<file path="src/rtl/mpc_pkg.sv">
// Shared definitions for the multi-port cache datapath: header field layout
// and the packet reader state encoding.
package mpc_pkg;

  localparam int LEN_W_DEF    = 4;
  localparam int HDR_LEN_LSB  = 0;
  localparam int HDR_DEST_LSB = HDR_LEN_LSB + LEN_W_DEF;

  typedef enum logic {
    IDLE    = 1'b0,
    PAYLOAD = 1'b1
  } rd_state_e;

  // Destination field sits directly above the length field.
  function automatic int hdr_dest_lsb(input int len_w);
    return HDR_LEN_LSB + len_w;
  endfunction

endpackage

</file>
<file path="src/rtl/fifo_pkt_reader_if.sv">
// FWFT FIFO read side plus the framed payload stream of the packet reader.
interface fifo_pkt_reader_if
  import mpc_pkg::*;
#(
  parameter int DATA_WIDTH = 8,
  parameter int PORT_W     = 2
) ();

  logic [DATA_WIDTH-1:0] fifo_dout;
  logic                  fifo_empty;
  logic                  fifo_rd_en;
  logic [DATA_WIDTH-1:0] m_data;
  logic                  m_valid;
  logic                  m_ready;
  logic                  m_sop;
  logic                  m_eop;
  logic [PORT_W-1:0]     m_dest;

  modport master (
    input  fifo_dout, fifo_empty, m_ready,
    output fifo_rd_en, m_data, m_valid, m_sop, m_eop, m_dest
  );

  modport slave (
    output fifo_dout, fifo_empty, m_ready,
    input  fifo_rd_en, m_data, m_valid, m_sop, m_eop, m_dest
  );

endinterface

</file>
<file path="src/rtl/pkt_out_reg.sv">
// Single-entry valid/ready output register for {data, sop, eop, dest};
// can_load_o tells the producer when a new word may be written.
module pkt_out_reg
  import mpc_pkg::*;
#(
  parameter int DATA_WIDTH = 8,
  parameter int PORT_W     = 2
) (
  input  logic                  clk,
  input  logic                  rst_n,
  input  logic                  load_i,
  input  logic [DATA_WIDTH-1:0] data_i,
  input  logic                  sop_i,
  input  logic                  eop_i,
  input  logic [PORT_W-1:0]     dest_i,
  input  logic                  ready_i,
  output logic                  can_load_o,
  output logic                  valid_o,
  output logic [DATA_WIDTH-1:0] data_o,
  output logic                  sop_o,
  output logic                  eop_o,
  output logic [PORT_W-1:0]     dest_o
);

  logic                  valid_q, valid_d;
  logic [DATA_WIDTH-1:0] data_q, data_d;
  logic                  sop_q, sop_d;
  logic                  eop_q, eop_d;
  logic [PORT_W-1:0]     dest_q, dest_d;

  assign can_load_o = ~valid_q | ready_i;

  always_comb begin
    valid_d = valid_q;
    data_d  = data_q;
    sop_d   = sop_q;
    eop_d   = eop_q;
    dest_d  = dest_q;
    if (load_i) begin
      valid_d = 1'b1;
      data_d  = data_i;
      sop_d   = sop_i;
      eop_d   = eop_i;
      dest_d  = dest_i;
    end else if (valid_q && ready_i) begin
      valid_d = 1'b0;
    end else begin
      valid_d = valid_q;
    end
  end

  always_ff @(posedge clk) begin
    if (!rst_n) begin
      valid_q <= 1'b0;
      data_q  <= {DATA_WIDTH{1'b0}};
      sop_q   <= 1'b0;
      eop_q   <= 1'b0;
      dest_q  <= {PORT_W{1'b0}};
    end else begin
      valid_q <= valid_d;
      data_q  <= data_d;
      sop_q   <= sop_d;
      eop_q   <= eop_d;
      dest_q  <= dest_d;
    end
  end

  assign valid_o = valid_q;
  assign data_o  = data_q;
  assign sop_o   = sop_q;
  assign eop_o   = eop_q;
  assign dest_o  = dest_q;

endmodule

</file>
<file path="src/rtl/fifo_pkt_reader.sv">
// Pops length-prefixed packets from an FWFT FIFO, drops the header word and
// streams the payload with sop/eop framing and the decoded destination port.
module fifo_pkt_reader
  import mpc_pkg::*;
#(
  parameter int DATA_WIDTH = 8,
  parameter int LEN_W      = 4,
  parameter int PORT_W     = 2
) (
  input  logic               clk,
  input  logic               rst_n,
  fifo_pkt_reader_if.master  bus,
  output logic               err_len
);

  localparam int DEST_LSB = hdr_dest_lsb(LEN_W);

  rd_state_e         state_q, state_d;
  logic [LEN_W-1:0]  cnt_q, cnt_d;
  logic [LEN_W-1:0]  len_q, len_d;
  logic [PORT_W-1:0] dest_q, dest_d;
  logic              first_q, first_d;
  logic              err_q, err_d;

  logic [LEN_W-1:0]  hdr_len_s;
  logic [PORT_W-1:0] hdr_dest_s;
  logic              last_s;
  logic              can_load_s;
  logic              pop_s;
  logic              rd_en_s;

  assign hdr_len_s  = bus.fifo_dout[HDR_LEN_LSB +: LEN_W];
  assign hdr_dest_s = bus.fifo_dout[DEST_LSB +: PORT_W];
  assign last_s     = (cnt_q == (len_q - LEN_W'(1)));

  // No pops while reset is held, so nothing is lost from the FIFO.
  assign bus.fifo_rd_en = rd_en_s & rst_n;

  always_comb begin
    state_d = state_q;
    cnt_d   = cnt_q;
    len_d   = len_q;
    dest_d  = dest_q;
    first_d = first_q;
    err_d   = 1'b0;
    rd_en_s = 1'b0;
    pop_s   = 1'b0;
    case (state_q)
      IDLE: begin
        if (!bus.fifo_empty) begin
          rd_en_s = 1'b1;
          len_d   = hdr_len_s;
          dest_d  = hdr_dest_s;
          if (hdr_len_s != {LEN_W{1'b0}}) begin
            state_d = PAYLOAD;
            cnt_d   = {LEN_W{1'b0}};
            first_d = 1'b1;
          end else begin
            err_d = 1'b1;
          end
        end else begin
          rd_en_s = 1'b0;
        end
      end
      PAYLOAD: begin
        if (!bus.fifo_empty && can_load_s) begin
          rd_en_s = 1'b1;
          pop_s   = 1'b1;
          first_d = 1'b0;
          cnt_d   = cnt_q + LEN_W'(1);
          if (last_s) begin
            state_d = IDLE;
          end else begin
            state_d = PAYLOAD;
          end
        end else begin
          rd_en_s = 1'b0;
        end
      end
      default: begin
        state_d = IDLE;
      end
    endcase
  end

  always_ff @(posedge clk) begin
    if (!rst_n) begin
      state_q <= IDLE;
      cnt_q   <= {LEN_W{1'b0}};
      len_q   <= {LEN_W{1'b0}};
      dest_q  <= {PORT_W{1'b0}};
      first_q <= 1'b0;
      err_q   <= 1'b0;
    end else begin
      state_q <= state_d;
      cnt_q   <= cnt_d;
      len_q   <= len_d;
      dest_q  <= dest_d;
      first_q <= first_d;
      err_q   <= err_d;
    end
  end

  assign err_len = err_q;

  pkt_out_reg #(
    .DATA_WIDTH (DATA_WIDTH),
    .PORT_W     (PORT_W)
  ) u_out (
    .clk        (clk),
    .rst_n      (rst_n),
    .load_i     (pop_s),
    .data_i     (bus.fifo_dout),
    .sop_i      (first_q),
    .eop_i      (last_s),
    .dest_i     (dest_q),
    .ready_i    (bus.m_ready),
    .can_load_o (can_load_s),
    .valid_o    (bus.m_valid),
    .data_o     (bus.m_data),
    .sop_o      (bus.m_sop),
    .eop_o      (bus.m_eop),
    .dest_o     (bus.m_dest)
  );

endmodule

</file>
<file path="src/flat_wrapper.sv">
// flat-port wrapper written by rule: the top's interface ports become plain ports
module fifo_pkt_reader_flat import mpc_pkg::*;
#(
  parameter int DATA_WIDTH = 8,
  parameter int LEN_W      = 4,
  parameter int PORT_W     = 2
)
  (clk, rst_n, err_len, bus_fifo_dout, bus_fifo_empty, bus_m_ready, bus_fifo_rd_en, bus_m_data, bus_m_valid, bus_m_sop, bus_m_eop, bus_m_dest);
  fifo_pkt_reader_if #(.DATA_WIDTH(DATA_WIDTH), .PORT_W(PORT_W)) bus_i ();
  input  logic clk;
  input  logic rst_n;
  output logic err_len;
  input wire logic [$bits(bus_i.fifo_dout)-1:0] bus_fifo_dout;
  input wire logic [$bits(bus_i.fifo_empty)-1:0] bus_fifo_empty;
  input wire logic [$bits(bus_i.m_ready)-1:0] bus_m_ready;
  output wire logic [$bits(bus_i.fifo_rd_en)-1:0] bus_fifo_rd_en;
  output wire logic [$bits(bus_i.m_data)-1:0] bus_m_data;
  output wire logic [$bits(bus_i.m_valid)-1:0] bus_m_valid;
  output wire logic [$bits(bus_i.m_sop)-1:0] bus_m_sop;
  output wire logic [$bits(bus_i.m_eop)-1:0] bus_m_eop;
  output wire logic [$bits(bus_i.m_dest)-1:0] bus_m_dest;
  assign bus_i.fifo_dout = bus_fifo_dout;
  assign bus_i.fifo_empty = bus_fifo_empty;
  assign bus_i.m_ready = bus_m_ready;
  assign bus_fifo_rd_en = bus_i.fifo_rd_en;
  assign bus_m_data = bus_i.m_data;
  assign bus_m_valid = bus_i.m_valid;
  assign bus_m_sop = bus_i.m_sop;
  assign bus_m_eop = bus_i.m_eop;
  assign bus_m_dest = bus_i.m_dest;
  fifo_pkt_reader #(.DATA_WIDTH(DATA_WIDTH), .LEN_W(LEN_W), .PORT_W(PORT_W)) u_core (.clk(clk), .rst_n(rst_n), .bus(bus_i), .err_len(err_len));
endmodule
</file>
<file path="config.mk">
export PLATFORM = sky130hd
export DESIGN_NAME = fifo_pkt_reader_flat
export DESIGN_NICKNAME = d
export VERILOG_FILES = /design/src/rtl/mpc_pkg.sv /design/src/rtl/fifo_pkt_reader_if.sv /design/src/rtl/pkt_out_reg.sv /design/src/rtl/fifo_pkt_reader.sv /design/src/flat_wrapper.sv
export SDC_FILE = /design/constraint.sdc
export NUM_CORES = 1
export LEC_CHECK = 0
export ABC_CLOCK_PERIOD_IN_PS = 1700
export BUFFER_PORTS_ARGS = -buffer_cell sky130_fd_sc_hd__buf_2
export CAP_MARGIN = 0
export CORE_MARGIN = 1.5
export CORE_UTILIZATION = 54
export CTS_BUF_LIST = sky130_fd_sc_hd__clkbuf_4 sky130_fd_sc_hd__clkbuf_8
export CTS_CLUSTER_DIAMETER = 60
export DETAILED_ROUTE_END_ITERATION = 8
export GPL_ROUTABILITY_DRIVEN = 0
export PLACE_DENSITY = 0.77
export SYNTH_ARGS = -nofsm -noshare
export SYNTH_HDL_FRONTEND = slang
export SYNTH_HIERARCHICAL = 1
export SYNTH_SLANG_ARGS = --single-unit
</file>
<file path="constraint.sdc">
create_clock -name clk -period 1.7 [get_ports clk]
set_input_delay 0.085 -clock clk [delete_from_list [all_inputs] [get_ports clk]]
set_output_delay 0.085 -clock clk [all_outputs]
set_load 0.02 [all_outputs]
</file>
==> out/qor.yml <==
critical_path:
  endpoint_kind: "register"
  path_cells: "inv_1 -> ha_1 -> xnor2_1 -> nor3_1 -> and2_1 -> mux2i_1 -> nor2b_1"
  worstPathRequired_ns: 1.96
  startpoint_type: "register"
  cpPeakStageDelay_ns: 0.42
  worstPathMaxFanout: 4
  critPathArrivalTime_ns: 1.84
  worstSetupPathType: "reg -> reg"
  cp_slowest_cell: "dfxtp_1"
  crit_path_start: "u_core/len_q[0]"
  r2r_start: "u_core/len_q[0]"
final_layout:
  fin_area_sq_um: 1350
  fill_cells: 162
  multi_input_comb_area_sq_um: 558
  utilization: 0.681
  antenna_cells: 0
  synthToLayoutAreaGrowth_pct: 16.8
  nets: 161
  ff_latch_area_sq_um: 520
  final_layout_size_suffix_gt1_frac: 0.247
  final_cells: 173
cts:
  numCtsBuffers: 3
  root_buffer: "clkbuf_4"
  clk_latency_ns: 0.32
  cts_resized: 0
  cts_tree: "built"
  cts_setup_buffers: 0
  cts_buffer_depth: 2
  cts_sinks: 26
  clkTransAtPathRegs_ns: 0.14
  htree_levels: 1
synthesis:
  syn-num-nets: 132
  postSynthCellCount: 118
  synth_area_sq_um: 1160
  synthFlopType: "dfxtp_1"
  avgSynthCellArea_sq_um: 9.80
  synth_top_area_share: 0.450
  synth.largest_area_cell: "dfxtp_1"
  yosys_warnings: 6
  synth_seq_cells: 26
  ys_async_sr_fraction: 0
  synth_cell_types: 35
  synthTopCellsByArea: "dfxtp_1, mux2i_1, nor2b_1, a21oi_1, nand2_1"
  synth_edf_count: 0
  yosysSeqAreaShare: 0.450
sta:
  max_freq_mhz: 630
  period_share: 0.934
  final-setup-viol-count: 0
  setup-tns-final_ns: 0
  hold_ws_ns: 0.0210
  fin_skew_ns: 0.00521
  slew_viol_final: 0
  layout_min_cycle_time_ns: 1.59
  relSlewSlack: 0.570
  hold_viol: 0
  rsz0062_at_grt: "false"
  worst_pin_slew_ns: 0.638
  layout_setup_ws_ns: 0.112
grt:
  gr-total-overflow: 0
  grt_pass1_wl_microns: 3730
  grt_usage: 0.200
  grt_max_degree: 17
  grt_pass1_vias: 858
  antenna_found_initial: 0
min_path:
  hp-class: "in -> reg"
  hold_start: "bus_fifo_dout[7]"
placement:
  placed_area_sq_um: 1290
  placed_cells: 168
  dpl.hpwl_microns: 1660
  io_buffer_count: 26
  preCtsSetupSlack_ns: 0.160
pwr:
  pwr_density_cell_nw_per_um2: 919
  comb_power_share: 0.136
  power_frac_clock: 0.336
  power_frac_seq: 0.527
  p_sw_uw: 292
  p_int_uw: 950
  ir_drop_mv: 0.654
  cellLeakagePower_nw: 0.577
  power_mw: 1.24
  switching_share: 0.235
floorplanning:
  num_rows: 16
  core_sq_um: 1980
  dieWidth_microns: 49.3
  start_util: 0.583
  die_y_microns: 49.3
  ios: 27
  floorplan.die_area_sq_um: 2430
job:
  cap_violations: 0
route:
  vias_per_cell: 5.37
  via_count: 929
  wl_per_cell_microns: 13.1
  firstDrtPassIters: 5
  wirelength_microns: 2270
  drc: 0
  drt_iter0_drc: 19
  ant_nets: 0
outcome:
  outcome: "finished, final reports clean"
-- synth_stat cells (2+ instances only) --
master,number
dfxtp_1,26
mux2i_1,12
nand2_1,12
nor2b_1,12
a21oi_1,9
inv_1,6
nor2_1,3
nor3_1,3
xnor2_1,3
buf_6,2
clkbuf_1,2
ha_1,2
nand3_1,2
o21ai_0,2
xor2_1,2
-- state kept, by name, summed over array words and instances (netlist names) --
| signal | cells |
|---|---|
| u_core/first_q | 1 |
| u_core/err_len | 1 |
| u_core/u_out/valid_o | 1 |
| u_core/u_out/dest_o | 2 |
| u_core/dest_q | 2 |
| u_core/u_out/eop_o | 1 |
| u_core/u_out/sop_o | 1 |
| u_core/cnt_q | 4 |
| u_core/u_out/data_o | 8 |
| u_core/state_q | 1 |
| u_core/len_q | 4 |
-- cells in the final DEF, fill, tap and decap left out, types with 6 or more instances in the layout --
| master | instances |
|---|---|
| mux2i_1 | 12 |
| nor2b_1 | 12 |
| inv_1 | 6 |
| buf_2 | 26 |
| nand2_1 | 12 |
| dfxtp_1 | 26 |
| a21oi_1 | 9 |
-- worst paths after layout --
check                           endpoint  cells after the start  slack, ns
setup / recovery      u_core/u_out/eop_o                      7       0.11
setup reg to reg      u_core/u_out/eop_o                      7       0.11
hold reg to reg         u_core/dest_q[0]                      2       0.47
hold / removal    u_core/u_out/data_o[7]                      3       0.02
-- power by group through the flow --
stage	sequential, mW	clock [mW]	combinational [mW]
final	0.654	0.417	0.169
after global placement	0.666	0	0.162
after detailed placement	0.668	0	0.167
after floorplan	0.675	0	0.114
after global routing	0.658	0.452	0.184
after CTS	0.654	0.426	0.169
-- routing by layer --
layer	wire (microns)	track usage	vias up	part of all wire
li1	-	-	455	-
met1	1040	0.244	423	0.46
met2	1050	0.324	41	0.46
met3	137	0.0460	10	0.060
met4	48	0.105	0	0.021
met5	0	0	-	0
-- critical path, delay by kind of cell, from the launching register on --
family	cells	cell delay, ns
XOR/XNOR	1	0.13
adder cells (fa/ha/maj)	1	0.31
multiplexers	1	0.06
flip-flops	1	0.42
AND/OR/NAND/NOR	3	0.53
buffers and inverters	1	0.08
-- area by class of cell --
cell class	count	area share
Clock inverter	1	0.0222
Timing Repair Buffer	30	0.120
Multi-Input combinational cell	80	0.413
Clock buffer	3	0.0167
Sequential cell	26	0.386
Tap cell	27	0.0250
Inverter	6	0.0167
-- cells by family after synthesis --
| family | count (synthesis) | synth area share |
|---|---|---|
| AND/OR/NAND/NOR | 41 | 0.192 |
| flip-flops | 26 | 0.450 |
| AO/OA/AOI/OAI | 19 | 0.107 |
| buffers and inverters | 12 | 0.0671 |
| multiplexers | 12 | 0.104 |
| XOR/XNOR | 6 | 0.0584 |
| adder cells (fa/ha/maj) | 2 | 0.0216 |
-- timing repair --
action	4_1_cts	5_1_grt
endpoints found under the hold margin	1	0
setup endpoints to repair	0	0
hold buffers	1	0
Power figures use the tool's default switching activity.
